[src/rtl/a25_cache_flush_ctrl.sv]
// Cache flush sequencer: sweeps every tag RAM line on a CP15 flush strobe and registers the cacheable qualifier.
// Optional: define A25_FLUSH_ON_RESET_EN to start a full invalidate sweep straight out of reset.
module a25_cache_flush_ctrl #(
    parameter int CACHE_LINES = 256,
    parameter int CACHE_WAYS  = 4,
    localparam int LW         = $clog2(CACHE_LINES)
) (
    input  logic                  i_clk,
    input  logic                  i_rst,
    input  logic                  i_access_stall,
    input  logic                  i_cache_flush,
    input  logic                  i_cache_enable,
    input  logic [31:0]           i_cacheable_area,
    input  logic [31:0]           i_address,
    input  logic                  i_address_valid,
    output logic                  o_cacheable,
    output logic                  o_flush_busy,
    output logic                  o_flush_done,
    output logic                  o_tag_wenable,
    output logic [CACHE_WAYS-1:0] o_tag_way_sel,
    output logic [LW-1:0]         o_tag_addr
);

    typedef enum logic [1:0] {IDLE, FLUSH, DONE} state_t;

`ifdef A25_FLUSH_ON_RESET_EN
    localparam state_t RESET_STATE = FLUSH;
`else
    localparam state_t RESET_STATE = IDLE;
`endif

    localparam logic [LW-1:0] LAST_LINE = LW'(CACHE_LINES - 1);

    // state is left visible for bound checkers
    state_t        state;
    state_t        state_next;
    logic [LW-1:0] count;
    logic [LW-1:0] count_next;
    logic          area_hit;
    logic          unused_addr;

    assign unused_addr = ^{i_address[31:26], i_address[20:0]};
    assign area_hit    = i_cacheable_area[i_address[25:21]];

    always_ff @(posedge i_clk or posedge i_rst) begin
        if (i_rst) begin
            state <= RESET_STATE;
            count <= '0;
        end else begin
            state <= state_next;
            count <= count_next;
        end
    end

    // A stalled cycle holds everything; a flush strobe always restarts the sweep from line 0.
    always_comb begin
        state_next = state;
        count_next = count;
        case (state)
            IDLE: begin
                if (i_cache_flush && !i_access_stall) begin
                    state_next = FLUSH;
                    count_next = '0;
                end
            end
            FLUSH: begin
                if (!i_access_stall) begin
                    if (i_cache_flush) begin
                        count_next = '0;
                    end else if (count == LAST_LINE) begin
                        state_next = DONE;
                        count_next = '0;
                    end else begin
                        count_next = count + 1'b1;
                    end
                end
            end
            DONE: begin
                if (!i_access_stall) begin
                    state_next = i_cache_flush ? FLUSH : IDLE;
                    count_next = '0;
                end
            end
            default: begin
                state_next = IDLE;
                count_next = '0;
            end
        endcase
    end

    always_ff @(posedge i_clk or posedge i_rst) begin
        if (i_rst) begin
            o_cacheable <= 1'b0;
        end else if (!i_access_stall) begin
            o_cacheable <= i_address_valid && i_cache_enable && area_hit && (state_next == IDLE);
        end
    end

    // Write strobe is masked while reset is held so a flush-on-reset build still shows idle tag outputs.
    assign o_flush_busy  = (state != IDLE);
    assign o_flush_done  = (state == DONE);
    assign o_tag_wenable = (state == FLUSH) && !i_access_stall && !i_rst;
    assign o_tag_way_sel = {CACHE_WAYS{o_tag_wenable}};
    assign o_tag_addr    = count;

endmodule

[config.mk]
export PLATFORM = sky130hd
export DESIGN_NAME = a25_cache_flush_ctrl
export DESIGN_NICKNAME = d
export VERILOG_FILES = /design/src/rtl/a25_cache_flush_ctrl.sv
export SDC_FILE = /design/constraint.sdc
export NUM_CORES = 1
export LEC_CHECK = 0
export BUFFER_PORTS_ARGS = -buffer_cell sky130_fd_sc_hd__buf_2
export CORE_AREA = 2 2 55 57
export DETAILED_ROUTE_END_ITERATION = 7
export DIE_AREA = 0 0 57 59
export GPL_TIMING_DRIVEN = 0
export PLACE_DENSITY = 0.76
export SLEW_MARGIN = 30
export SYNTH_ARGS = -nofsm -noshare
export SYNTH_HDL_FRONTEND = slang
export SYNTH_SLANG_ARGS = --single-unit
[constraint.sdc]
create_clock -name i_clk -period 2.4 [get_ports i_clk]
set_input_delay 0.12 -clock i_clk [delete_from_list [all_inputs] [get_ports i_clk]]
set_output_delay 0.12 -clock i_clk [all_outputs]
set_load 0.03 [all_outputs]
Word-level counts from Yosys, hierarchy flattened. Index checks and enable logic that the tools add are counted.

Magnitude comparators: 1. Reduce and logical (&&, ||, !) cells: 12. Equality and inequality tests: 6. Muxes and demuxes: 15. $add $sub $neg: 1.

Operators by type and width (count): $mux W8 (5); $pmux W8 S3 (1); $mux W2 (5); $add A8 B1 Y8 const B (1); $eq A8 B8 Y1 const B (1); $logic_and A1 B1 Y1 (6); $lt A5 B6 Y1 const B (1); $ne A2 B2 Y1 const B (3); $pmux W2 S3 (1); $bmux W1 S5 (1); $logic_not A2 Y1 (2); $reduce_and A3 Y1 (1); $eq A2 B1 Y1 const B (1); $eq A2 B2 Y1 const B (1); $logic_not A1 Y1 (2); $mux W1 (2); $reduce_bool A2 Y1 (1).

Flip-flop bits (word level): 11. Bits of input ports: 70. Word-level logic and storage cells: 38.

Longest topological paths before layout.
Word-level depth: 7. Mapped depth: 5. Depth with buffers taken out: 5.

Worst setup path after synthesis. No wires, ideal clock.

Path kind: register to register. From: register state[0]. To: register o_cacheable. Setup slack: 730 ps. Data arrival time: 1604 ps. Stages on the path, launching flop included: 5. Path through: dfrtp_1 > nor2b_4 > or4_4 > a2111oi_2 > o31a_1.

Cells in the longest elaborated chain, start to end: 6.

Ends and longest elaborated chain: from (decl) (line 35) `state_t state;`; from (signal assigned) (line 50) `state <= state_next;`; $mux W2 (line 70) `end else if (count == LAST_LINE) begin`; $mux W2 (line 68) `if (i_cache_flush) begin`; $mux W2 (line 67) `if (!i_access_stall) begin`; $pmux W2 S3 * (line 59) `case (state)`; $logic_not A2 Y1 * (line 95) `o_cacheable <= i_address_valid && i_cache_enable && area_hit && (state_next == IDLE);`; $logic_and A1 B1 Y1 * (line 95); to (signal assigned) (line 95); to (decl) (line 16) `output logic o_cacheable,`.

Mark *: on every way between the ends. The rest lies on a longest branch, timed or not. A chain may end at the register's enable or synchronous reset.

Worst setup path in the final report.
From: input port i_rst. To: output port o_tag_way_sel[2].

Cells in the longest elaborated chain, start to end: 2.

Ends and longest elaborated chain: from (decl) (line 9) `input logic i_rst,`; $logic_not A1 Y1 (line 102) `assign o_tag_wenable = (state == FLUSH) && !i_access_stall && !i_rst;`; $logic_and A1 B1 Y1 (line 102); to (decl) (line 20) `output logic [CACHE_WAYS-1:0] o_tag_way_sel,`.

No other way between the ends.

==> flow_metrics.py <==
metrics = {
    "routing": {
        "wl_per_cell_um": 12.9,
        "drt_iter0_drc": 36,
        "drcViolationCount": 0,
        "drt-pass1-iter-count": 4,
        "routed_via_density": 5.43,
        "drt_wl_total_um": 2590,
        "vias": 1092,
        "final_antenna_net_count": 0,
    },
    "grt": {
        "grt_pass1_wl_um": 4280,
        "gr-total-overflow": 0,
        "antenna_found_initial": 0,
        "grt_max_degree": 13,
        "grt_pass1_vias": 1035,
        "track_usage": 0.163,
    },
    "cells_and_area": {
        "stdcell_area_um2": 1340,
        "area.growth.synth_to_final_pct": 35.4,
        "nets": 242,
        "layout-drive-gt1-share": 0.465,
        "diodes": 0,
    },
    "synth": {
        "async_reset_ff_frac": 1.00,
        "synth-edff-count": 0,
        "seq_area_frac_synth": 0.278,
        "synth.distinct_cells": 37,
        "ys_ff_latch": 11,
        "netlist_instances": 110,
        "synthFlopType": "dfrtp_1",
        "synth_area_per_cell_um2": 9.00,
        "syn_area_um2": 990,
        "synth_nets": 181,
        "synth_warnings": 0,
    },
    "floorplanning": {
        "dieArea_um2": 3360,
        "core_area_um2": 2710,
        "fp.dieW_um": 57,
        "die_h_um": 59,
        "ios": 86,
        "num_rows": 19,
        "start_util": 0.365,
    },
    "power_and_ir_drop": {
        "p_leak_nw": 0.646,
        "cellPowerDensity_nw_per_um2": 358,
        "peakVddDrop_uv": 221,
    },
    "min_path": {
        "hold_path.class": "in2reg",
    },
    "timing": {
        "rsz0062_at_grt": "false",
        "slew_headroom": 0.712,
        "setup_violations": 0,
        "slew_violations": 0,
        "fin_crit_sh": 0.767,
        "hold_viol": 0,
        "worst_pin_slew_ns": 0.431,
        "hold-worst-slack_ns": 0.212,
        "finalSetupTns_ns": 0,
        "fin_crit_ns": 1.84,
        "fin_skew_ns": 0.00231,
        "fmax_ghz": 0.543,
    },
    "worst_setup_path": {
        "end_kind": "output port",
        "criticalPathCategory": "in2out",
        "crit-reg2reg-launch": "state[0]$_DFF_PP0_",
        "startpoint": "i_rst",
        "worstRegToRegCells": 4,
        "timing.rr.end": "o_cacheable$_DFFE_PP0N_",
        "start_kind": "primary input",
        "cp.arrival_ns": 1.72,
        "setup.worst_path.end": "o_tag_way_sel[2]",
        "cp_max_fo": 12,
        "r2r_slack_ns": 0.59,
        "cp_data_required_time_ns": 2.28,
    },
    "clock_network": {
        "cts.clk_slew.worst_paths_ns": 0.07,
        "clk_path_buf_depth": 2,
        "htree_levels": 1,
        "cts_setup_buffers": 0,
        "cts_made_buffers": 3,
        "cts_resized": 0,
        "clock_sinks": 11,
        "clk_root_buffer_cell": "clkbuf_4",
        "clk_latency_ns": 0.27,
        "cts_tree": "built",
    },
    "placement": {
        "dpl_cell_area_um2": 1300,
        "portBuffers": 55,
        "gp_congestion": 0.803,
        "dp_hpwl_um": 2160,
    },
    "run_status": {
        "outcome": "completed",
    },
    "run": {
        "drv_cap": 0,
    },
}
## Yosys cell counts, types with 2 or more instances
master     instances  area [µm²]
a211oi_1           3        22.5
a21oi_1            7        35.0
and2_1             2        12.5
and3_1             3        18.8
buf_4              4        30.0
clkbuf_1           3        11.3
dfrtp_1           11         275
inv_1              6        22.5
mux2_2             7        78.8
mux2i_1            3        30.0
mux4_2             4        90.1
nand2_1           11        41.3
nand2b_1           5        31.3
nand3_1            3        15.0
nand4_1            2        12.5
nor2_1             4        15.0
nor2b_1            2        12.5
nor4_1             2        12.5
o21ai_0            5        25.0
o21ai_1            2        10.0
o221ai_1           2        17.5
o22ai_1            3        18.8
o2bb2ai_1          2        17.5
## metal layers
| layer | up-vias | share of wire | GRT usage |
|---|---|---|---|
| met1 | 506 | 0.39 | 0.179 |
| met5 | - | 0 | 0 |
| met4 | 0 | 0.012 | 0.0598 |
| met3 | 4 | 0.090 | 0.0218 |
| met2 | 53 | 0.51 | 0.319 |
| li1 | 529 | - | - |
## layout make-up
class                   instances  area, µm²
flip-flops and latches         11        275
clock buffers                   4       26.3
plain buffers                   9       50.0
multi-input cells              84        642
fillers                       277       1370
repair buffers                 56        285
inverters                       6       22.5
well taps                      31       38.8
## where the power goes
part / internal, W / total (W) / switching (W)
Clock: 0.0000644 / 0.000126 / 0.0000616
Sequential: 0.000192 / 0.000201 / 0.00000925
Combinational: 0.0000735 / 0.000153 / 0.0000798
## repair_timing
action	in CTS	in global routing
endpoints found under the hold margin	11	0
setup endpoints to repair	0	0
hold buffers	1	0
## critical path, stage by stage
cell and delay (ns):
dlygate4sd3_1 0.53, buf_2 0.12, inv_1 0.32, and3_1 0.31, buf_4 0.13, buf_2 0.19
## cell families after synthesis
family / Yosys count / synth area share
mux: 14 / 0.201
fa+ha+maj: 1 / 0.0126
buf+inv: 15 / 0.0733
compound gates: 30 / 0.214
flops: 11 / 0.278
simple gates: 39 / 0.221
## metrics by stage
step,instances,util,power (W),worst slack (ns)
CTS,201,0.494,0.000487,0.508
floorplan,110,-,0.000298,0.730
global placement,196,0.481,0.000351,0.661
global route,201,0.494,0.000516,0.392
detailed placement,196,0.481,0.000357,0.615
finish,201,0.494,0.000480,0.559
## how the worst min path moves through the flow
stage	depth (start not counted)	startpoint	slack, ns	end
final	4	i_address[25]	0.21	o_cacheable$_DFFE_PP0N_
after global routing	4	i_address[25]	0.22	o_cacheable$_DFFE_PP0N_
after CTS	4	i_address[25]	0.20	o_cacheable$_DFFE_PP0N_
after detailed placement	2	i_rst	0.14	o_tag_addr[0]$_DFFE_PP0P_
after global placement	2	i_rst	0.14	o_cacheable$_DFFE_PP0N_
after floorplan	1	i_rst	-0.02	o_cacheable$_DFFE_PP0N_
## placed cells by master, fill, tap and decap left out, types with 2 or more instances in the layout
master	count
dfrtp_1	11
nor2_1	4
inv_1	6
and2_1	2
mux4_2	4
mux2_2	7
o21ai_1	2
a211oi_1	3
nand2b_1	5
buf_2	56
o2bb2ai_1	2
nand2_1	11
and3_1	3
mux2i_1	3
o21ai_0	5
clkbuf_4	3
buf_4	4
o22ai_1	3
o221ai_1	2
nor4_1	2
clkbuf_1	4
a21oi_1	7
nand3_1	3
nor2b_1	2
nand4_1	2
## registers in the layout (all words and copies together) (netlist names)
register	flops
state	2
o_cacheable	1
o_tag_addr	8
Note: power is estimated with default switching activity, not from simulation.
